--- config.mk ---
export PLATFORM = sky130hd
export DESIGN_NAME = modport_fifo
export DESIGN_NICKNAME = d
export VERILOG_FILES = /design/src/rtl/modport_fifo_pkg.sv /design/src/rtl/modport_fifo_mem.sv /design/src/rtl/modport_fifo.sv
export SDC_FILE = /design/constraint.sdc
export NUM_CORES = 2
export LEC_CHECK = 0
export ABC_AREA = 1
export CAP_MARGIN = 5
export CORE_UTILIZATION = 50
export DETAILED_ROUTE_END_ITERATION = 6
export PLACE_DENSITY = 0.77
export SLEW_MARGIN = 20
export SYNTH_ARGS = -nofsm -noshare
export SYNTH_HDL_FRONTEND = slang
export SYNTH_SLANG_ARGS = --single-unit
--- constraint.sdc ---
create_clock -name clk -period 10.8 [get_ports clk]
set_input_delay 2.7 -clock clk [delete_from_list [all_inputs] [get_ports clk]]
set_output_delay 2.7 -clock clk [all_outputs]
set_load 0.1 [all_outputs]
--- src/rtl/modport_fifo_pkg.sv ---
// -----------------------------------------------------------------------------
// modport_fifo_pkg
// Shared defaults for the synchronous FIFO: data width, depth, almost-full and
// almost-empty thresholds, and the pointer width derived from the depth.
// -----------------------------------------------------------------------------
package modport_fifo_pkg;

    localparam int DATA_W_DEF       = 128;
    localparam int DEPTH_DEF        = 16;
    // Almost-full sits this many entries below full unless overridden.
    localparam int ALM_FULL_MARGIN  = 2;
    localparam int ALM_FULL_TH_DEF  = DEPTH_DEF - ALM_FULL_MARGIN;
    localparam int ALM_EMPTY_TH_DEF = 2;

    // Pointer width for a power-of-two depth; the occupancy counter is one wider.
    function automatic int ptr_w(input int depth);
        return $clog2(depth);
    endfunction

    localparam int PTR_W_DEF = ptr_w(DEPTH_DEF);

endpackage

--- src/rtl/modport_fifo_mem.sv ---
// -----------------------------------------------------------------------------
// modport_fifo_mem
// Simple dual-port storage: one write port, one registered read port.
// Ports:
//   clk        clock
//   i_wr_en    write strobe, i_wr_data stored at i_wr_addr
//   i_wr_addr  write address
//   i_wr_data  write data
//   i_rd_en    read strobe, o_rd_data loads entry at i_rd_addr
//   i_rd_addr  read address
//   o_rd_data  registered read data, holds when i_rd_en is low
// -----------------------------------------------------------------------------
module modport_fifo_mem
    import modport_fifo_pkg::*;
#(
    parameter int DATA_W = DATA_W_DEF,
    parameter int DEPTH  = DEPTH_DEF,
    parameter int PTR_W  = ptr_w(DEPTH)
) (
    input  logic              clk,
    input  logic              i_wr_en,
    input  logic [PTR_W-1:0]  i_wr_addr,
    input  logic [DATA_W-1:0] i_wr_data,
    input  logic              i_rd_en,
    input  logic [PTR_W-1:0]  i_rd_addr,
    output logic [DATA_W-1:0] o_rd_data
);

    logic [DATA_W-1:0] r_mem [DEPTH];
    logic [DATA_W-1:0] r_rd_data;

    // NOTE: storage has no reset on purpose; stale contents are unreachable
    // once the pointers are cleared, and leaving it out keeps it RAM-mappable.
    always_ff @(posedge clk) begin
        if (i_wr_en) begin
            r_mem[i_wr_addr] <= i_wr_data;
        end
        if (i_rd_en) begin
            r_rd_data <= r_mem[i_rd_addr];
        end
    end

    assign o_rd_data = r_rd_data;

endmodule

--- src/rtl/modport_fifo.sv ---
// -----------------------------------------------------------------------------
// modport_fifo
// Synchronous single-clock FIFO with registered read data and registered
// full / empty / almost-full / almost-empty flags.
// Ports:
//   clk          clock, rising edge
//   rstn         synchronous reset, active HIGH despite the name
//   i_wren       write request, dropped while full
//   i_rden       read request, ignored while empty
//   i_wrdata     write data
//   o_rddata     read data, one cycle after an accepted read
//   o_full       occupancy == DEPTH
//   o_empty      occupancy == 0
//   o_alm_full   occupancy >= ALM_FULL_TH
//   o_alm_empty  occupancy <= ALM_EMPTY_TH
// -----------------------------------------------------------------------------
module modport_fifo
    import modport_fifo_pkg::*;
#(
    parameter int DATA_W       = DATA_W_DEF,
    parameter int DEPTH        = DEPTH_DEF,
    parameter int ALM_FULL_TH  = DEPTH - ALM_FULL_MARGIN,
    parameter int ALM_EMPTY_TH = ALM_EMPTY_TH_DEF
) (
    input  logic              clk,
    input  logic              rstn,
    input  logic              i_wren,
    input  logic              i_rden,
    input  logic [DATA_W-1:0] i_wrdata,
    output logic [DATA_W-1:0] o_rddata,
    output logic              o_full,
    output logic              o_empty,
    output logic              o_alm_full,
    output logic              o_alm_empty
);

    localparam int PTR_W = ptr_w(DEPTH);
    localparam int CNT_W = PTR_W + 1;

    localparam logic [CNT_W-1:0] DEPTH_C     = CNT_W'(DEPTH);
    localparam logic [CNT_W-1:0] ALM_FULL_C  = CNT_W'(ALM_FULL_TH);
    localparam logic [CNT_W-1:0] ALM_EMPTY_C = CNT_W'(ALM_EMPTY_TH);

    logic [PTR_W-1:0]  r_wr_ptr;
    logic [PTR_W-1:0]  r_rd_ptr;
    logic [CNT_W-1:0]  r_count;
    logic              r_full;
    logic              r_empty;
    logic              r_alm_full;
    logic              r_alm_empty;
    // Forces o_rddata to zero from reset until the first accepted read, since
    // the memory's read register itself carries no reset.
    logic              r_rd_zero;

    logic              w_wr_acc;
    logic              w_rd_acc;
    logic [CNT_W-1:0]  w_count_nxt;
    logic [DATA_W-1:0] w_mem_rddata;

    // Reset masks both requests so the memory is not touched during reset.
    assign w_wr_acc = i_wren && !r_full  && !rstn;
    assign w_rd_acc = i_rden && !r_empty && !rstn;

    // NOTE: default assignment first so every path drives w_count_nxt and no
    // latch is inferred.
    always_comb begin
        w_count_nxt = r_count;
        if (w_wr_acc && !w_rd_acc) begin
            w_count_nxt = r_count + CNT_W'(1);
        end else if (w_rd_acc && !w_wr_acc) begin
            w_count_nxt = r_count - CNT_W'(1);
        end
    end

    // NOTE: non-blocking assignments for all state so every register samples
    // pre-edge values regardless of statement order.
    always_ff @(posedge clk) begin
        if (rstn) begin
            r_wr_ptr    <= '0;
            r_rd_ptr    <= '0;
            r_count     <= '0;
            r_full      <= 1'b0;
            r_empty     <= 1'b1;
            r_alm_full  <= 1'b0;
            r_alm_empty <= 1'b1;
            r_rd_zero   <= 1'b1;
        end else begin
            if (w_wr_acc) begin
                r_wr_ptr <= r_wr_ptr + PTR_W'(1);
            end
            if (w_rd_acc) begin
                r_rd_ptr  <= r_rd_ptr + PTR_W'(1);
                r_rd_zero <= 1'b0;
            end
            // Flags come from the updated occupancy so they line up with it.
            r_count     <= w_count_nxt;
            r_full      <= (w_count_nxt == DEPTH_C);
            r_empty     <= (w_count_nxt == '0);
            r_alm_full  <= (w_count_nxt >= ALM_FULL_C);
            r_alm_empty <= (w_count_nxt <= ALM_EMPTY_C);
        end
    end

    modport_fifo_mem #(
        .DATA_W (DATA_W),
        .DEPTH  (DEPTH),
        .PTR_W  (PTR_W)
    ) u_mem (
        .clk       (clk),
        .i_wr_en   (w_wr_acc),
        .i_wr_addr (r_wr_ptr),
        .i_wr_data (i_wrdata),
        .i_rd_en   (w_rd_acc),
        .i_rd_addr (r_rd_ptr),
        .o_rd_data (w_mem_rddata)
    );

    assign o_rddata    = r_rd_zero ? '0 : w_mem_rddata;
    assign o_full      = r_full;
    assign o_empty     = r_empty;
    assign o_alm_full  = r_alm_full;
    assign o_alm_empty = r_alm_empty;

endmodule

==> results.txt <==
Post-Syn Area -> 85,300 um^2
Chip Width -> 415 um
finished layout cell area -> 95,900 um^2
first-pass GRT wire length -> 304,000 um
CP arrival -> 3.57 ns
global-route total usage across every layer -> 23.2%
Die Ht -> 415 um
area leader, netlist -> edfxtp_1
DRT Pass-1 Iters -> 7
crit path kind -> reg -> out
Final Setup Violations -> 0
wire length per cell -> 23.2 um
die area -> 172,000 um^2
GR Util met1 -> 30.4%
Setup Skew -> 0.0259 ns
# Post-CTS Setup Buffers -> 0
Final Worst Setup Slack -> 4.53 ns
syn nets -> 6,470
prevailing post-synth register cell -> edfxtp_1
Sink Count -> 2,194
CTS Buf Count -> 203
placed cell areas -> 89,400 um^2
fin crit period -> 6.27 ns
Place WS -> 4.44 ns
outcome -> complete, no violations
gr ovfl total -> 0
CP startpoint kind -> register
Avg Synthesized Cell Area -> 13.5 um^2
fmax -> 0.160 GHz
max_cap viols -> 0
layout cells sized above 1 -> 5.47%
Final GP Congestion -> 0.782
GRT Max-Usage Layer -> met2
post-synth top area share -> 76.6%
Vias/cell -> 5.95
ANT nets after route -> 0
Leak Pwr -> 0.0307 uW
Yosys reg bits -> 2,194
peak supply drop -> 0.164 mV
final wirelength -> 204,000 um
post-DP HPWL -> 102,000 um
worst rel slew slack -> 12.9%
Clk network pwr share -> 37.5%
Layout area overhead -> 12.4%
post-CTS sizing -> 0
max-slew violation count -> 0
number of flops mapped to enable cells by yosys -> 2,176
Initial Util -> 50.3%
critical path capture point type -> output port
Sw Share -> 24.9%
DR iter-0 viols -> 6,654
hold crit path type -> reg -> reg
Mapped Cells -> 6,331
CTS tree -> built
via count -> 52,500
Root Buffer -> clkbuf_16
Logic pwr share -> 11.1%
Power Density -> 194 nW/um^2
nets -> 6,554
CTS Hold Bufs -> 0
I/O Buffers -> 263
FFs w/ async S/R, synth -> 0%
initial antenna violation count -> 31
# IOs -> 264
Worst Tran Pin Value -> 1.31 ns
WP data required -> 8.10 ns
clk buf depth -> 3
FP Rows -> 151
met3 Use GR -> 4.59%
part of the Yosys area used for sequential elements -> 77.0%
synth top area cells -> edfxtp_1, nor2_1, o21ai_0
final setup TNS -> 0 ns
sequential fraction of design power -> 51.4%
Hold Slack -> 0.507 ns
clk_lat worst skew -> 0.83 ns
most frequent cells after synthesis -> edfxtp_1, nor2_1, o21ai_0
Core Region -> 169,000 um^2
Final Util -> 56.6%
Final Cycle Share -> 58.0%
vias in the first global route -> 50,800
Clock transition at path regs -> 0.07 ns
DRC -> 0
CTS H-tree lvls -> 4
Pint -> 13,900 uW
P_sw -> 4620 uW
setup repair after global routing missed its margin -> false
met2 GRT Util -> 37.3%
Fin. Hold Viols -> 0
largest net degree at the start of global routing -> 295
warnings from Yosys -> 0
top-count cell post-synth -> edfxtp_1
CP max FO -> 66
count of cell types in the netlist -> 31
==> layout by cell type, fill, tap and decap left out, drive strengths merged <==
cell	n
edfxtp	2176
nor2	1536
o21ai	1187
o211ai	286
clkdlybuf4s50	263
o22ai	256
clkbuf	253
a21oi	208
inv	163
clkinv	92
buf	56
nand2	39
diode	18
dfxtp	18
bufinv	16
nand3	14
ha	7
clkinvlp	6
nor4	2
a211oi	2
nor3	1
xnor2	1
xor2	1
nand4	1
o21bai	1
==> power by group through the flow <==
stage / combinational [uW] / clock [uW] / sequential [uW]
3_5_place_dp: 2040 / 0 / 9720
2_1_floorplan: 1410 / 0 / 9710
6_report: 2060 / 6950 / 9540
5_1_grt: 2230 / 7320 / 9550
3_3_place_gp: 1980 / 0 / 9720
4_1_cts: 2060 / 7010 / 9540
==> registers in the layout (all words and copies together) (netlist names) <==
register         flops
u_mem.r_mem       2048
u_mem.o_rd_data    128
r_count              5
r_rd_ptr             4
r_wr_ptr             4
o_alm_empty          1
o_alm_full           1
o_empty              1
o_full               1
r_rd_zero            1
==> worst max-delay path, stage by stage, from the launching register on <==
cell	delay, ns
dfxtp_4	0.77
buf_4	0.66
nor2_1	0.14
clkdlybuf4s50_1	1.01
==> per-stage QoR <==
| stage | total power (uW) | cells |
|---|---|---|
| 2_1_floorplan | 11100 | 6331 |
| 3_3_place_gp | 11700 | 8428 |
| 3_5_place_dp | 11800 | 8428 |
| 4_1_cts | 18600 | 8803 |
| 5_1_grt | 19100 | 8816 |
| 6_report | 18500 | 8821 |
==> cells by family after synthesis <==
logic type,count (synthesis),share of synthesized area [%]
DFF,2194,77.0
AOI/OAI and AO/OA,1940,12.6
and+or+nand+nor,1593,7.05
buffers and inverters,595,3.21
adders and majority gates,7,0.103
xor gates and xnor gates,2,0.0205
==> path summary, 6_finish.rpt <==
path	from	endpoint	slack, ns	cells after the start
setup / recovery	r_rd_zero$_SDFFE_PP1P_	o_rddata[39]	4.53	3
hold / removal	r_wr_ptr[2]$_SDFFE_PP0P_	r_wr_ptr[2]$_SDFFE_PP0P_	0.51	2
setup reg to reg	r_rd_ptr[0]$_SDFFE_PP0P_	u_mem.o_rd_data[69]$_DFFE_PP_	6.36	9
hold reg to reg	r_wr_ptr[2]$_SDFFE_PP0P_	r_wr_ptr[2]$_SDFFE_PP0P_	0.51	2
==> layer usage <==
layer | wire length, um | part of all wire [%]
met1 | 79800 | 39
met2 | 98500 | 48
met3 | 17200 | 8.4
met4 | 8700 | 4.3
met5 | 117 | 0.057
==> layout make-up <==
type                       instances  area (um^2)
tap                             2218         2780
clock inverter                   122         1090
fill                           12600        73600
clock buffer                     253         5330
sequential                      2194        65700
inverter                         155          633
timing repair buffer             319         3270
antenna                           18         45.0
multi-input combinational       3542        17000
No activity file was read; power rests on OpenSTA's default activity.
